File: src/rtl/instr_fetch_unit_pkg.sv
// Shared definitions for the instruction fetch unit: FSM encoding, PC source
// codes, parameter defaults and the PC source selection helper.
package instr_fetch_unit_pkg;

    localparam logic [1:0] ST_IDLE  = 2'd0;
    localparam logic [1:0] ST_WAIT  = 2'd1;
    localparam logic [1:0] ST_FAULT = 2'd2;

    typedef logic [1:0] pc_sel_t;

    localparam pc_sel_t PC_SEL_INC    = 2'b00;
    localparam pc_sel_t PC_SEL_BRANCH = 2'b01;
    localparam pc_sel_t PC_SEL_REG    = 2'b10;
    localparam pc_sel_t PC_SEL_HOLD   = 2'b11;

    localparam logic [31:0] DEF_RESET_PC = 32'h0000_0000;
    localparam int          DEF_TIMEOUT  = 15;

    // Branch targets are relative to the instruction in IR, not the fetch PC.
    function automatic logic [31:0] pc_next(input pc_sel_t     sel,
                                            input logic [31:0] pc,
                                            input logic [31:0] ir_pc,
                                            input logic [31:0] k,
                                            input logic [31:0] reg_in);
        logic [31:0] nxt;
        case (sel)
            PC_SEL_INC:    nxt = pc + 32'd4;
            PC_SEL_BRANCH: nxt = ir_pc + (k << 2);
            PC_SEL_REG:    nxt = {reg_in[31:2], 2'b00};
            default:       nxt = pc;
        endcase
        return nxt;
    endfunction

endpackage

File: src/rtl/instr_fetch_unit_if.sv
// Instruction memory read port: request/address out, ready/data back.
interface instr_fetch_unit_if;
    logic        mem_req;
    logic [31:0] mem_addr;
    logic        mem_ready;
    logic [31:0] mem_rdata;

    modport master (output mem_req, output mem_addr, input mem_ready, input mem_rdata);
    modport slave  (input mem_req, input mem_addr, output mem_ready, output mem_rdata);
endinterface

File: src/rtl/fetch_timeout_counter.sv
// Counts stalled WAIT cycles; tc flags the last cycle allowed before a fault.
module fetch_timeout_counter #(
    parameter int TIMEOUT = 15
) (
    input  logic clock,
    input  logic reset,
    input  logic clear,
    input  logic enable,
    output logic tc
);
    localparam int W = (TIMEOUT > 1) ? $clog2(TIMEOUT) : 1;

    logic [W-1:0] cnt;

    always_ff @(posedge clock) begin
        if (reset || clear)
            cnt <= '0;
        else if (enable && !tc)
            cnt <= cnt + 1'b1;
    end

    // cnt holds the number of stalled cycles already seen in this WAIT.
    assign tc = (cnt == W'(TIMEOUT - 1));

endmodule

File: src/rtl/instr_fetch_unit.sv
// Instruction fetch unit: IDLE/WAIT/FAULT fetch FSM, PC update mux and IR latch.
module instr_fetch_unit
    import instr_fetch_unit_pkg::*;
#(
    parameter logic [31:0] RESET_PC = DEF_RESET_PC,
    parameter int          TIMEOUT  = DEF_TIMEOUT
) (
    input  logic                clock,
    input  logic                reset,
    input  logic                fetch_en,
    input  logic                pc_load,
    input  pc_sel_t             pc_sel,
    input  logic [31:0]         k,
    input  logic [31:0]         reg_in,
    instr_fetch_unit_if.master  mem,
    output logic [31:0]         IR,
    output logic                ir_valid,
    output logic [31:0]         PC,
    output logic [31:0]         ir_pc,
    output logic                busy,
    output logic                fault
);
    localparam logic [31:0] RESET_PC_AL = {RESET_PC[31:2], 2'b00};

    logic [1:0] state, state_nxt;
    logic       wait_clr, wait_en, wait_tc;

    assign wait_clr = (state != ST_WAIT);
    assign wait_en  = (state == ST_WAIT) && !mem.mem_ready;

    fetch_timeout_counter #(.TIMEOUT(TIMEOUT)) u_timeout (
        .clock  (clock),
        .reset  (reset),
        .clear  (wait_clr),
        .enable (wait_en),
        .tc     (wait_tc)
    );

    always_comb begin
        state_nxt = state;
        case (state)
            ST_IDLE:  if (fetch_en) state_nxt = ST_WAIT;
            ST_WAIT: begin
                if (mem.mem_ready)  state_nxt = ST_IDLE;
                else if (wait_tc)   state_nxt = ST_FAULT;
            end
            ST_FAULT: state_nxt = ST_FAULT;
            default:  state_nxt = ST_IDLE;
        endcase
    end

    // A PC load and a fetch on the same IDLE edge fetch from the loaded PC,
    // since WAIT drives mem_addr straight from the updated register.
    always_ff @(posedge clock) begin
        if (reset) begin
            state    <= ST_IDLE;
            PC       <= RESET_PC_AL;
            IR       <= '0;
            ir_pc    <= '0;
            ir_valid <= 1'b0;
        end else begin
            state    <= state_nxt;
            ir_valid <= 1'b0;
            if (state == ST_IDLE && pc_load)
                PC <= pc_next(pc_sel, PC, ir_pc, k, reg_in);
            if (state == ST_WAIT && mem.mem_ready) begin
                IR       <= mem.mem_rdata;
                ir_pc    <= PC;
                PC       <= PC + 32'd4;
                ir_valid <= 1'b1;
            end
        end
    end

    assign mem.mem_req  = (state == ST_WAIT);
    assign mem.mem_addr = PC;
    assign busy         = (state == ST_WAIT);
    assign fault        = (state == ST_FAULT);

endmodule

File: src/flat_wrapper.sv
// flat-port wrapper written by rule: the top's interface ports become plain ports
module instr_fetch_unit_flat import instr_fetch_unit_pkg::*;
#(
    parameter logic [31:0] RESET_PC = DEF_RESET_PC,
    parameter int          TIMEOUT  = DEF_TIMEOUT
)
  (clock, reset, fetch_en, pc_load, pc_sel, k, reg_in, IR, ir_valid, PC, ir_pc, busy, fault, mem_mem_req, mem_mem_addr, mem_mem_ready, mem_mem_rdata);
  instr_fetch_unit_if mem_i ();
  input  logic clock;
  input  logic reset;
  input  logic fetch_en;
  input  logic pc_load;
  input  pc_sel_t pc_sel;
  input  logic [31:0] k;
  input  logic [31:0] reg_in;
  output logic [31:0] IR;
  output logic ir_valid;
  output logic [31:0] PC;
  output logic [31:0] ir_pc;
  output logic busy;
  output logic fault;
  output wire logic [$bits(mem_i.mem_req)-1:0] mem_mem_req;
  output wire logic [$bits(mem_i.mem_addr)-1:0] mem_mem_addr;
  input wire logic [$bits(mem_i.mem_ready)-1:0] mem_mem_ready;
  input wire logic [$bits(mem_i.mem_rdata)-1:0] mem_mem_rdata;
  assign mem_mem_req = mem_i.mem_req;
  assign mem_mem_addr = mem_i.mem_addr;
  assign mem_i.mem_ready = mem_mem_ready;
  assign mem_i.mem_rdata = mem_mem_rdata;
  instr_fetch_unit #(.RESET_PC(RESET_PC), .TIMEOUT(TIMEOUT)) u_core (.clock(clock), .reset(reset), .fetch_en(fetch_en), .pc_load(pc_load), .pc_sel(pc_sel), .k(k), .reg_in(reg_in), .mem(mem_i), .IR(IR), .ir_valid(ir_valid), .PC(PC), .ir_pc(ir_pc), .busy(busy), .fault(fault));
endmodule
File: config.mk
export PLATFORM = sky130hd
export DESIGN_NAME = instr_fetch_unit_flat
export DESIGN_NICKNAME = d
export VERILOG_FILES = /design/src/rtl/instr_fetch_unit_pkg.sv /design/src/rtl/instr_fetch_unit_if.sv /design/src/rtl/fetch_timeout_counter.sv /design/src/rtl/instr_fetch_unit.sv /design/src/flat_wrapper.sv
export SDC_FILE = /design/constraint.sdc
export NUM_CORES = 1
export LEC_CHECK = 0
export CAP_MARGIN = 10
export CORE_MARGIN = 10
export CORE_UTILIZATION = 40
export CTS_CLUSTER_SIZE = 24
export DETAILED_ROUTE_END_ITERATION = 10
export HOLD_SLACK_MARGIN = 0.1
export PLACE_DENSITY = 0.81
export SLEW_MARGIN = 20
export SYNTH_ARGS = -nofsm -noshare
export SYNTH_HDL_FRONTEND = slang
export SYNTH_HIERARCHICAL = 1
export SYNTH_SLANG_ARGS = --single-unit
File: constraint.sdc
create_clock -name clock -period 4.78 [get_ports clock]
set_clock_uncertainty 0.2 [all_clocks]
set_input_delay 0.956 -clock clock [delete_from_list [all_inputs] [get_ports clock]]
set_output_delay 0.956 -clock clock [all_outputs]
set_load 0.05 [all_outputs]
==> results.tsv <==
stage	metric	value	unit
global_route	grt_util_met1	0.253	
synthesis	synth-seq-area-share	0.311	
outcome	status	finished clean	
die	die_x	149	um
critical_path	regToRegEndpoint	u_core/PC[28]	
synthesis	synth_edf_count	0	
timing	slew_headroom	0.478	
detailed_routing	viasPerCell	5.62	
critical_path	cp_slowest_stage_delay	0.46	ns
critical_path	arrival	3.95	ns
global_route	track_usage	0.210	
global_route	grt_antenna_before_repair	1	
finish	drive_gt1_frac	0.0447	
global_route	use_met2	0.354	
detailed_routing	drtPass1Iterations	6	
detailed_routing	vias	7241	
clock_tree	cts.clk_slew.worst_paths	0.08	ns
critical_path	endpoint_kind	flop	
clock_tree	cts_resized	0	
synthesis	avgSynthCellArea	7.30	um^2
hold_path	holdCritPathClass	flop to flop	
synthesis	synth_nets	1047	
timing	setup_slack	0.916	ns
global_route	grt_busiest_layer	met2	
critical_path	cp_slowest_cell	clkdlybuf4s50_1	
critical_path	path_max_fanout	4	
clock_tree	post_cts_buffers	0	
timing	setup_viol	0	
hold_path	min-delay-start	u_core/IR[24]	
placed_design	hpwl	18100	um
placed_design	pre_cts_slack	0.662	ns
clock_tree	clockRootBuffer	clkbuf_16	
critical_path	cp-startpoint	k[0]	
timing	fmax	259	MHz
global_route	grt_pass1_wl	37800	um
die	core_area	16100	um^2
finish	antennaDiodeCount	0	
detailed_routing	ant_nets	0	
finish	nFillCells	1494	
die	pin_count	235	
global_route	grt_overflow_total	0	
finish	final_common_cell	clkdlybuf4s50_1	
timing	hold_viol_final	0	
synthesis	async_flop_share	0	
critical_path	cp_cell_sequence	clkdlybuf4s50_1 -> ha_1 -> inv_1 -> fa_1 -> nor2b_1 -> o2111ai_1 -> a211oi_1 -> buf_4 -> o211ai_1 -> a21boi_0 -> o21ai_0 -> a21o_1 -> a31oi_1	
global_route	grt_max_degree	68	
clock_tree	clk_latency	0.35	ns
clock_tree	cts_buffer_depth	2	
synthesis	synth_seq_cells	103	
synthesis	yosys_warnings	6	
placed_design	place_congestion	0.895	
finish	area_delta_synth_final	37.3	%
flow_run	max_cap_viol_count	0	
hold_path	whs_path_depth	2	
die	initial_core_util	0.413	
timing	tightest_slew	0.784	ns
global_route	grt_util_met3	0.0570	
timing	rsz0062_at_grt	no	
finish	layout_common_cells	clkdlybuf4s50_1 (229), nand2_1 (182), a21oi_1 (133), dfxtp_1 (103), o21ai_0 (45)	
synthesis	synth_area	6630	um^2
critical_path	critPathKind	primary input to flop	
detailed_routing	drt_iter0_drc	809	
critical_path	r2r_slack	1.62	ns
clock_tree	cts_buffers	9	
critical_path	cp-start-kind	primary input	
global_route	grt_pass1_vias	6899	
synthesis	synth_ff_type	dfxtp_1	
timing	fin_tns_setup	0	ns
power	p_per_area	257	nW/um^2
power	power.leakage	0.00331	uW
critical_path	r2r-start	u_core/ir_pc[2]	
synthesis	synthDistinctLibCells	68	
critical_path	reg2regPathDepth	12	
clock_tree	htreeDepth	3	
placed_design	port_buffers	230	
timing	finalCriticalPeriod	3.86	ns
power	ir_drop	169	uV
die	rows	46	
finish	nets	1207	
clock_tree	cts_sinks	103	
detailed_routing	routedWlPerCell	18.8	um
detailed_routing	drcViolationCount	0	
detailed_routing	drt-total-wl	24200	um
timing	finalCritPeriodShare	0.808	
clock_tree	cts_tree	done	
critical_path	critPathRequiredTime	4.86	ns
synthesis	synthCells	908	
timing	slew_viol_final	0	
die	die_y	149	um
clock_tree	cts_hold_buf	0	
hold_path	holdPathEnd	u_core/IR[24]	
die	dieArea	22100	um^2
[metrics by stage]
stage               cells  hold slack, ns  total power, uW  utilization  cell area (um^2)
finish               1289           0.254             2340        0.567              9100
global route         1289           0.277             2430        0.567              9100
CTS                  1289           0.258             2350        0.567              9100
detailed placement   1273           0.247             1610        0.549              8810
global placement     1273           0.241             1600        0.549              8810
floorplan             908           0.245             1370            -              6630
[Yosys cell counts (3+ instances only)]
cell | instances | area share
nand2_1 | 183 | 0.10
a21oi_1 | 133 | 0.10
dfxtp_1 | 103 | 0.31
clkbuf_1 | 47 | 0.027
o21ai_0 | 45 | 0.034
nor2_1 | 41 | 0.023
ha_1 | 35 | 0.066
buf_4 | 33 | 0.037
nand3_1 | 30 | 0.023
inv_1 | 24 | 0.014
a31oi_1 | 18 | 0.017
nor3_1 | 16 | 0.012
a21o_1 | 14 | 0.016
xnor2_1 | 14 | 0.019
nand4_1 | 13 | 0.012
a22oi_1 | 11 | 0.012
xor2_1 | 11 | 0.015
a211oi_1 | 9 | 0.010
a221oi_1 | 8 | 0.011
and3_1 | 8 | 0.0076
buf_1 | 8 | 0.0045
a31o_2 | 6 | 0.0079
nor2b_1 | 6 | 0.0057
o211ai_1 | 6 | 0.0068
buf_2 | 5 | 0.0038
nor4_1 | 5 | 0.0047
o22ai_1 | 5 | 0.0047
o31ai_1 | 5 | 0.0057
a311oi_1 | 4 | 0.0053
and4_1 | 4 | 0.0053
o21a_1 | 4 | 0.0045
a211o_1 | 3 | 0.0040
a21boi_0 | 3 | 0.0034
and2_1 | 3 | 0.0028
o2111ai_1 | 3 | 0.0040
o21bai_1 | 3 | 0.0034
[critical path: cells and delay by family]
family          cells  cell delay (ns)
fa+ha+maj           2             0.56
compound gates      7             1.52
buf+inv             3             0.70
simple gates        1             0.20
[worst max-delay path by stage]
stage | slack (ns) | to
2_1_floorplan | 1.53 | u_core/PC[28]
3_3_place_gp | 0.70 | u_core/PC[28]
3_5_place_dp | 0.66 | u_core/PC[29]
4_1_cts | 0.97 | u_core/PC[28]
5_1_grt | 0.71 | u_core/PC[28]
6_report | 0.92 | u_core/PC[28]
[kinds of logic after synthesis]
logic type / synth area share
simple gates: 0.220
compound gates: 0.276
buf+inv: 0.0870
flops: 0.311
fa+ha+maj: 0.0691
xor+xnor: 0.0330
mux: 0.00321
[registers in the layout, indices dropped and copies added (netlist names)]
name / count
u_core/PC: 32
u_core/u_timeout/cnt: 4
u_core/IR: 32
u_core/ir_pc: 32
u_core/state: 2
u_core/ir_valid: 1
[routing by layer]
metal | wire length [um] | vias to the layer above | share of wire
li1 | - | 3531 | -
met1 | 9950 | 3354 | 0.41
met2 | 11700 | 324 | 0.48
met3 | 2160 | 32 | 0.089
met4 | 413 | 0 | 0.017
met5 | 0 | - | 0
[area by class of cell]
type,count,area [um^2],area share
clock buffers,9,225,0.0247
clock inverters,7,61.3,0.00674
inverters,26,97.6,0.0107
multi-input cells,686,3990,0.439
flip-flops and latches,103,2060,0.227
well taps,216,270,0.0297
repair buffers,242,2390,0.263
[power breakdown]
part,total [uW],leakage (uW),internal (uW),switching (uW)
logic,655,0.00233,247,408
registers,940,0.000836,891,49.7
clock network,740,0.000141,366,374
(Power assumes the default switching activity.)
